### src/rtl/frame_mode_scheduler.sv
// rtl/frame_mode_scheduler.sv - frame-boundary commit of stage enables, balance update scheduling, video timeout
// Optional macro FRAME_SCHED_VSYNC_SYNC_EN: 2-flop vsync synchronizer ahead of edge detection.
module frame_mode_scheduler #(
   parameter int FRAME_PERIOD = 8,
   parameter int TIMEOUT_CYC  = 2_000_000,
   parameter int CNT_W        = 16
) (
   input  logic             clk,
   input  logic             rstn,
   input  logic             vsync,
   input  logic             gamma_evt,
   input  logic             wb_evt,
   input  logic             gray_evt,
   input  logic             face_evt,
   input  logic             wb_req,
   output logic             gamma_en,
   output logic             wb_en,
   output logic             gray_en,
   output logic             face_en,
   output logic             balance_update,
   output logic [CNT_W-1:0] frame_cnt,
   output logic             no_signal
);
   localparam int              TC_W    = $clog2(TIMEOUT_CYC + 1);
   localparam logic [TC_W-1:0] TC_MAX  = TC_W'(TIMEOUT_CYC);
   localparam logic [7:0]      FP_LAST = 8'(FRAME_PERIOD - 1);

   typedef enum logic [1:0] {U_OFF, U_SETTLE, U_RUN} upd_state_t;

   logic vsync_s;
`ifdef FRAME_SCHED_VSYNC_SYNC_EN
   logic [1:0] sync_q;
   always_ff @(posedge clk or negedge rstn) begin
      if (!rstn) sync_q <= 2'b00;
      else       sync_q <= {sync_q[0], vsync};
   end
   assign vsync_s = sync_q[1];
`else
   assign vsync_s = vsync;
`endif

   logic             vsync_d_q;
   logic             fs;
   logic             fs_upd;
   logic [3:0]       evt;
   logic [3:0]       en_q, en_d;
   logic [3:0]       pend_q, pend_d;
   logic [CNT_W-1:0] frame_cnt_q, frame_cnt_d;
   logic [TC_W-1:0]  tcnt_q, tcnt_d;
   upd_state_t       state_q;
   logic [7:0]       fcnt_q;
   logic             req_q;
   logic             bu_q;

   assign evt       = {face_evt, gray_evt, wb_evt, gamma_evt};
   assign fs        = vsync_s & ~vsync_d_q;
   assign no_signal = (tcnt_q == TC_MAX);
   // The fs that ends a timeout carries no valid frame statistics.
   assign fs_upd    = fs & ~no_signal;

   always_comb begin
      en_d        = en_q;
      pend_d      = pend_q ^ evt;
      frame_cnt_d = frame_cnt_q;
      tcnt_d      = tcnt_q;
      if (no_signal) begin
         en_d   = en_q ^ evt;
         pend_d = 4'b0000;
      end else if (fs) begin
         en_d   = en_q ^ pend_q;
         pend_d = evt;
      end
      if (fs) begin
         frame_cnt_d = frame_cnt_q + CNT_W'(1);
         tcnt_d      = '0;
      end else if (tcnt_q != TC_MAX) begin
         tcnt_d = tcnt_q + TC_W'(1);
      end
   end

   always_ff @(posedge clk or negedge rstn) begin
      if (!rstn) begin
         vsync_d_q   <= 1'b0;
         en_q        <= 4'b0000;
         pend_q      <= 4'b0000;
         frame_cnt_q <= '0;
         tcnt_q      <= '0;
      end else begin
         vsync_d_q   <= vsync_s;
         en_q        <= en_d;
         pend_q      <= pend_d;
         frame_cnt_q <= frame_cnt_d;
         tcnt_q      <= tcnt_d;
      end
   end

   // Driven by the enable being committed, so the disabling fs never pulses.
   always_ff @(posedge clk or negedge rstn) begin
      if (!rstn) begin
         state_q <= U_OFF;
         fcnt_q  <= 8'd0;
         req_q   <= 1'b0;
         bu_q    <= 1'b0;
      end else begin
         bu_q <= 1'b0;
         if (!en_d[1]) begin
            state_q <= U_OFF;
            fcnt_q  <= 8'd0;
            req_q   <= 1'b0;
         end else begin
            case (state_q)
               U_OFF: state_q <= U_SETTLE;
               U_SETTLE: begin
                  req_q <= req_q | wb_req;
                  if (fs_upd) begin
                     bu_q    <= 1'b1;
                     fcnt_q  <= 8'd0;
                     req_q   <= wb_req;
                     state_q <= U_RUN;
                  end
               end
               U_RUN: begin
                  req_q <= req_q | wb_req;
                  if (fs_upd) begin
                     req_q <= wb_req;
                     if (req_q || fcnt_q == FP_LAST) begin
                        bu_q   <= 1'b1;
                        fcnt_q <= 8'd0;
                     end else begin
                        fcnt_q <= fcnt_q + 8'd1;
                     end
                  end
               end
               default: state_q <= U_OFF;
            endcase
         end
      end
   end

   assign gamma_en       = en_q[0];
   assign wb_en          = en_q[1];
   assign gray_en        = en_q[2];
   assign face_en        = en_q[3];
   assign balance_update = bu_q;
   assign frame_cnt      = frame_cnt_q;
endmodule

### config.mk
export PLATFORM = sky130hd
export DESIGN_NAME = frame_mode_scheduler
export DESIGN_NICKNAME = d
export VERILOG_FILES = /design/src/rtl/frame_mode_scheduler.sv
export SDC_FILE = /design/constraint.sdc
export NUM_CORES = 1
export LEC_CHECK = 0
export BUFFER_PORTS_ARGS = -buffer_cell sky130_fd_sc_hd__buf_2
export CORE_ASPECT_RATIO = 1.1
export CORE_UTILIZATION = 25
export DETAILED_ROUTE_END_ITERATION = 16
export GPL_TIMING_DRIVEN = 0
export MAX_ROUTING_LAYER = met4
export PLACE_DENSITY = 0.39
export SLEW_MARGIN = 40
export SYNTH_ARGS = -nofsm -noshare
export SYNTH_HDL_FRONTEND = slang
export SYNTH_SLANG_ARGS = --single-unit
### constraint.sdc
create_clock -name clk -period 3.8 [get_ports clk]
set_input_delay 0.57 -clock clk [delete_from_list [all_inputs] [get_ports clk]]
set_output_delay 0.57 -clock clk [all_outputs]
set_load 0.1 [all_outputs]
After elaboration in Yosys (flattened, before gate mapping)

Cells that the tools add are included.

Register bits: 58
Bits of input ports: 8
Output and inout bits: 22

Add/sub/neg operators: 3
Equal/unequal tests: 10
Multiplexer cells: 22
Bitwise gates (word level): 8
Reduce and logical (&&, ||, !) cells: 7

Operators with widths:

| cell                    | number |
|---|---|
| $mux W21                | 2 |
| $mux W8                 | 4 |
| $add A21 B1 Y21 const B | 1 |
| $eq A21 B21 Y1 const B  | 1 |
| $ne A21 B21 Y1 const B  | 1 |
| $add A16 B1 Y16 const B | 1 |
| $mux W4                 | 4 |
| $pmux W8 S2             | 1 |
| $xor A4 B4 Y4           | 3 |
| $add A8 B1 Y8 const B   | 1 |
| $eq A8 B3 Y1 const B    | 1 |
| $mux W1                 | 7 |
| $ne A3 B3 Y1 const B    | 2 |
| $pmux W2 S3             | 1 |
| $mux W2                 | 2 |
| $ne A2 B2 Y1 const B    | 2 |
| $reduce_bool A2 Y1      | 2 |
| $ne A3 B1 Y1 const B    | 1 |
| $reduce_and A3 Y1       | 1 |
| $and A1 B1 Y1           | 2 |
| $eq A2 B1 Y1 const B    | 1 |
| $eq A2 B2 Y1 const B    | 1 |
| $logic_not A2 Y1        | 1 |
| $not A1 Y1              | 2 |
| other kinds (5)         | 5 |

Logic depth before layout (Yosys ltp)

Gate-level depths: netlist of run 1.

Word-level depth: 6
Depth in mapped cells: 9
Gate-level depth less buffers: 7

Worst setup path after synthesis of run 1

Ideal clock, no wire load.

Path type: register -> output
Start point: register tcnt_q[8]
End point: output no_signal
Arrival: 3.818 ns
Data required time: 3.230 ns
Setup slack: -0.588 ns
Cell stages (with the launch flop): 4
Path through: dfrtp_1 > nor4_4 > nand4_1 > nor4_1

Word-level cells in the longest chain between the ends: 1

Ends and longest elaborated chain:

| element                | line | RTL |
|---|---|---|
| start, declared        | 49   | `logic [TC_W-1:0] tcnt_q, tcnt_d;` |
| start signal, assigned | 93   | `tcnt_q <= tcnt_d;` |
| $eq A21 B21 Y1         | 57   | `assign no_signal = (tcnt_q == TC_MAX);` |
| end, declared          | 22   | `output logic no_signal` |

No other way between the ends.

Worst setup path after layout of run 1

Same ends and word-level chain as after synthesis.

==> results_dict.tcl, run 1 <==
set metrics [dict create \
    min_period_ns 2.677 \
    pre_cts_ws_ns 1.458 \
    fin_ws_ns 1.123 \
    hold_buffers 0 \
    switching_share_pct 42.71 \
    crit_buf_inv 1 \
    clockRootBuffer "clkbuf_16" \
    worstPathMaxFanout 5 \
    pin_count 30 \
    fin_nets 355 \
    drt.antenna.violating_nets 0 \
    synth-seq-area-share_pct 47.35 \
    core_region_area_um2 11980 \
    drive_above_1_share_pct 20.35 \
    ys_async_sr_fraction_pct 100.0 \
    clk_latency_ns 0.33 \
    via_count 2289 \
    p_leak_uw 0.001667 \
    cp-start-kind "register" \
    maxCapViolations 0 \
    critical-path-top-delay-family "simple AND/OR/NAND/NOR gates" \
    post_cts_buffers 0 \
    arrival_ns 2.11 \
    finalMaxSlewViolations 0 \
    power_density_nw_per_um2 639.1 \
    regArea_um2 1451 \
    die-area_um2 12710 \
    ys_types 46 \
    grt_usage_pct 12.34 \
    yosysTopAreaCell "dfrtp_1" \
    ys.flop_type "dfrtp_1" \
    drc 0 \
    netlist_top_cells_area "dfrtp_1 (47%), xnor2_1 (6.3%), xor2_1 (6.0%)" \
    fmax_ghz 0.3736 \
    wirelength_mm 6.848 \
    finalCritPeriodShare_pct 70.44 \
    drt-wirelength-per-cell_um 13.75 \
    via_per_inst 4.596 \
    rows 42 \
    crit_chain "nor4_4 -> nand4_1 -> nor4_2 -> buf_2" \
    cpPeakStageDelay_ns 0.48 \
    power_frac_comb_pct 33.9 \
    chipHeight_um 118.1 \
    fin_skew_ns 0.005629 \
    worstMarginPinSlew_ns 0.5250 \
    cpMaxStageDelayCell "buf_2" \
    hp-class "in2async" \
    ys_ff_latch 58 \
    rr_worst_depth 6 \
    grt_pass1_wl_mm 11.87 \
    synth.most_common_cell "dfrtp_1" \
    maxSlewHeadroom_pct 65.00 \
    syn_to_final_growth_pct 21.35 \
    required_ns 3.23 \
    cp.depth 4 \
    syn-instance-count 298 \
    syn-num-nets 314 \
    p_sw_uw 1015 \
    synth_edf_count 0 \
    synth_top_area_share_pct 47.35 \
    cts_resized 0 \
    grt_max_degree 35 \
    p_int_uw 1362 \
    htreeDepth 3 \
    peakVddDrop_uv 472.1 \
    clk_pin_slew_ns 0.06 \
    cts_made_buffers 9 \
    gr-total-overflow 0 \
    gp_congestion 0.7169 \
    worstSetupEndpointType "output port" \
    antenna_cells 0 \
    rsz0062_at_grt "false" \
    first_pass_iters 4 \
    status "completed" \
    clkPwrFrac_pct 32.1 \
    cts_max_path_buffers 2 \
    drtIter0Drc 114 \
    finalSetupTns_ns 0 \
    grt_pass1_vias 2408 \
    ys_warn_count 0 \
    start_util_pct 25.58 \
    synth_area_um2 3065 \
    clkSinkCount 58 \
    multi_input_area_um2 1525 \
    cts_tree "done" \
    antenna_found_initial 0 \
    avgSynthCellArea_um2 10.29 \
    critPathKind "reg2out" \
    finalSetupViolCount 0 \
    die_w_um 107.6 \
    timing_hold_violations_final 0 \
    io_buffers 29 \
    fillers 1274 \
    seqPwrFrac_pct 34.0 \
    dp_hpwl_mm 4.887 \
    synthTopCellsByCount "dfrtp_1 (58), nor2_1 (34), nand3_1 (23)" \
]
-- stage by stage --
step / instances / hold slack [ns] / utilization [%] / total power [uW] / area, um^2
after floorplan: 298 / 0.2744 / - / 1458 / 3072
after global placement: 481 / 0.4588 / 28.46 / 1627 / 3410
after detailed placement: 482 / 0.4612 / 28.64 / 1631 / 3432
after CTS: 498 / 0.1620 / 30.99 / 2413 / 3714
after global routing: 498 / 0.1765 / 31.05 / 2511 / 3720
final: 498 / 0.1506 / 31.05 / 2377 / 3720
-- per-layer routing --
metal  vias up  part of all wire, %  global-route usage (%)
li1       1135                    -                       -
met1      1120                   49                   15.80
met2        27                   46                   18.35
met3         7                  3.5                   3.751
met4         0                  1.4                   4.366
met5         -                    0                       -
-- state kept, by name (all words and copies together), names as in the netlist --
| signal | count |
|---|---|
| pend_q | 4 |
| frame_cnt | 16 |
| balance_update | 1 |
| state_q | 2 |
| en_q | 4 |
| fcnt_q | 8 |
| tcnt_q | 21 |
| req_q | 1 |
| vsync_d_q | 1 |
-- worst paths after layout --
kind                       startpoint        endpoint  slack [ns]
setup / recovery            tcnt_q[8]       no_signal        1.12
hold / removal                   rstn       fcnt_q[6]        0.15
setup reg to reg           tcnt_q[14]  balance_update        1.58
hold reg to reg               en_q[0]         en_q[0]        0.46
max in group asynchronous        rstn   frame_cnt[14]        3.15
min in group clk                vsync       vsync_d_q        0.40
-- logic make-up after synthesis --
| group | Yosys count | synth area share (%) |
|---|---|---|
| xor gates and xnor gates | 43 | 12.29 |
| AOI/OAI and AO/OA | 32 | 6.857 |
| and+or+nand+nor | 139 | 26.29 |
| adders and majority gates | 8 | 3.265 |
| DFF | 58 | 47.35 |
| buffers and inverters | 16 | 3.306 |
| muxes | 2 | 0.6531 |
-- worst reg2reg max path, delay by kind of cell (launching register included) --
family          cells  cell delay (ns)
buf+inv             1             0.14
compound gates      1             0.22
flops               1             0.42
simple gates        4             1.31
-- layout by cell type, fill, tap and decap left out, types with 2 or more instances in the layout --
cell type / count
nand2_1: 22
or4_1: 7
nor4_2: 2
nor2_1: 34
and3_1: 7
buf_2: 28
nand3_1: 23
buf_6: 5
clkbuf_16: 9
o21ai_0: 4
a21oi_1: 12
nand4_1: 10
buf_4: 2
nand3b_1: 2
nor3_1: 7
xor2_1: 21
nand2b_1: 2
and4bb_1: 2
dfrtp_1: 58
a31oi_1: 3
ha_1: 8
o21ai_1: 2
clkinvlp_4: 5
mux2i_1: 2
clkbuf_1: 3
inv_1: 7
o31ai_1: 6
and3_2: 4
nor4_1: 2
xnor2_1: 22
-- power groups by stage --
stage | combinational [uW] | clock (uW) | sequential, uW
after CTS | 813 | 790 | 811
after global routing | 868 | 820 | 823
final | 805 | 763 | 809
after floorplan | 303 | 0 | 1150
after global placement | 807 | 0 | 819
after detailed placement | 809 | 0 | 822
-- cell type report --
type                    instances  area share, %
flip-flops and latches         58          39.02
clock buffers                  10          6.424
clock inverters                 6          1.144
repair buffers                 30          4.507
multi-input cells             224          41.00
inverters                       7         0.7064
plain buffers                   9          2.018
well taps                     154          5.180
Power figures use the tool's default switching activity.
==> inputs of run 2 (changes only) <==
==> constraint.sdc (replaced) <==
create_clock -name clk -period 2.6 [get_ports clk]
set_input_delay 0.39 -clock clk [delete_from_list [all_inputs] [get_ports clk]]
set_output_delay 0.39 -clock clk [all_outputs]
set_load 0.1 [all_outputs]
==> results_dict.tcl, run 2 (synthesis results as in run 1) <==
set metrics [dict create \
    fin_ws_ns 0.1728 \
    maxCapViolations 0 \
    timing_hold_violations_final 0 \
    finalSetupViolCount 0 \
    cts_made_buffers 9 \
    hp-class "in2reg" \
    pin_count 30 \
    first_pass_iters 4 \
    grt_max_degree 35 \
    clk_pin_slew_ns 0.05 \
    p_sw_uw 1468 \
    maxSlewHeadroom_pct 63.51 \
    die_w_um 107.6 \
    rsz0062_at_grt "false" \
    drc 0 \
    drtIter0Drc 74 \
    seqPwrFrac_pct 31.8 \
    use_met2_pct 19.27 \
    cp-start-kind "register" \
    antenna_found_initial 0 \
    status "completed" \
    worstSetupEndpointType "output port" \
    power_frac_comb_pct 31.6 \
    largest_reg_flops 21 \
    core_region_area_um2 11980 \
    cts_max_path_buffers 2 \
    clk_latency_ns 0.33 \
    peakVddDrop_uv 545.4 \
    fmax_ghz 0.4120 \
    grt_pass1_vias 2416 \
    p_leak_uw 0.001723 \
    clkSinkCount 58 \
    finalCritPeriodShare_pct 93.36 \
    required_ns 2.21 \
    htreeDepth 3 \
    clockRootBuffer "clkbuf_16" \
    grt_pass1_wl_mm 11.86 \
    drt.antenna.violating_nets 0 \
    arrival_ns 2.04 \
    worstPathMaxFanout 5 \
    fin_nets 356 \
    grt_usage_pct 12.30 \
    p_int_uw 2257 \
    gp_congestion 0.7112 \
    finalSetupTns_ns 0 \
    crit_chain "nor4_4 -> nand4_1 -> nor4_4 -> clkbuf_4" \
    finalMaxSlewViolations 0 \
    fin_skew_ns 0.005614 \
    clkPwrFrac_pct 36.6 \
    reg2reg_slack_ns 0.36 \
    cts_tree "done" \
    switching_share_pct 39.41 \
    cpMostUsedCell "nor4_4" \
    worstMarginPinSlew_ns 0.5424 \
    min_period_ns 2.427 \
    gr-total-overflow 0 \
    post_cts_buffers 0 \
    critPathKind "reg2out" \
    syn_to_final_growth_pct 24.04 \
    wirelength_mm 6.803 \
    drive_above_1_share_pct 20.29 \
    largest-register "tcnt_q" \
    chipHeight_um 118.1 \
    cpMaxStageDelayCell "dfrtp_1" \
    grt_use_met1_pct 14.81 \
    dp.cells 482 \
    grt.busiest_layer "met2" \
    antenna_cells 0 \
    rows 42 \
    power_density_nw_per_um2 979.5 \
    grt_use_met3_pct 3.861 \
    start_util_pct 25.58 \
    pre_cts_ws_ns 0.3589 \
    drt-wirelength-per-cell_um 13.63 \
    layout_common_cells "dfrtp_1 (58), nor2_1 (34), buf_2 (27), nand3_1 (23)" \
    io_buffers 29 \
    instances_no_fill 499 \
    via_count 2296 \
    cpPeakStageDelay_ns 0.45 \
    die-area_um2 12710 \
    dp_hpwl_mm 4.965 \
    layout_commonest_cell "dfrtp_1" \
    via_per_inst 4.601 \
]
-- run 2: changes by cell type in the layout (fill, tap and decap cells not counted) --
cell and change:
bufinv_16 +3, clkinvlp_4 -2, buf_2 -1, clkbuf_4 +1
clkbuf_8 -1, dlygate4sd3_1 +1, nor4_2 -1, nor4_4 +1
-- run 2: timing repair --
item / in CTS / in global routing
resized for setup: 0 / 1
setup endpoints to repair: 0 / 1
hold buffers: 1 / 0
endpoints found under the hold margin: 24 / 0
-- run 2: final cells by class --
cell class	instances	area [um^2]
Clock inverter	7	117.6
Clock buffer	9	225.2
Multi-Input combinational cell	224	1534
Timing Repair Buffer	31	180.2
Fill cell	1255	8179
Inverter	7	26.28
Sequential cell	58	1451
Tap cell	154	192.7
Buffer	9	75.07
-- run 2: per-layer routing --
layer | part of all wire (%) | up-vias | routed length [um]
met5 | 0 | - | 0
met4 | 1.6 | 0 | 108
met3 | 4.0 | 9 | 273
met2 | 48 | 33 | 3257
met1 | 46 | 1121 | 3163
li1 | - | 1133 | -
-- run 2: power groups by stage --
| stage | sequential, uW | clock [uW] | combinational, uW |
|---|---|---|---|
| floorplan | 1690 | 0 | 443 |
| global placement | 1200 | 0 | 1180 |
| detailed placement | 1200 | 0 | 1180 |
| CTS | 1180 | 1400 | 1190 |
| global route | 1210 | 1440 | 1280 |
| finish | 1180 | 1360 | 1180 |
-- run 2: stage by stage --
stage / instance area [um^2] / utilization (%) / power (uW) / hold slack [ns]
2_1_floorplan: 3080 / - / 2131 / 0.09441
3_3_place_gp: 3418 / 28.53 / 2376 / 0.4588
3_5_place_dp: 3441 / 28.72 / 2384 / 0.3333
4_1_cts: 3794 / 31.66 / 3780 / 0.2067
5_1_grt: 3802 / 31.74 / 3924 / 0.2155
6_report: 3802 / 31.74 / 3724 / 0.2143
-- run 2: critical path, delay by kind of cell (launching register included) --
kind | cells | cell delay, ns
simple gates | 3 | 0.87
flops | 1 | 0.45
buf+inv | 1 | 0.38
-- run 2: path summary, 6_finish.rpt --
check | from | to | cells past startpoint
setup / recovery | tcnt_q[8] | no_signal | 4
hold / removal | vsync | vsync_d_q | 1
setup reg to reg | tcnt_q[14] | fcnt_q[4] | 7
hold reg to reg | en_q[2] | en_q[2] | 1
max in group asynchronous | rstn | tcnt_q[4] | 3
min in group asynchronous | rstn | fcnt_q[6] | 2
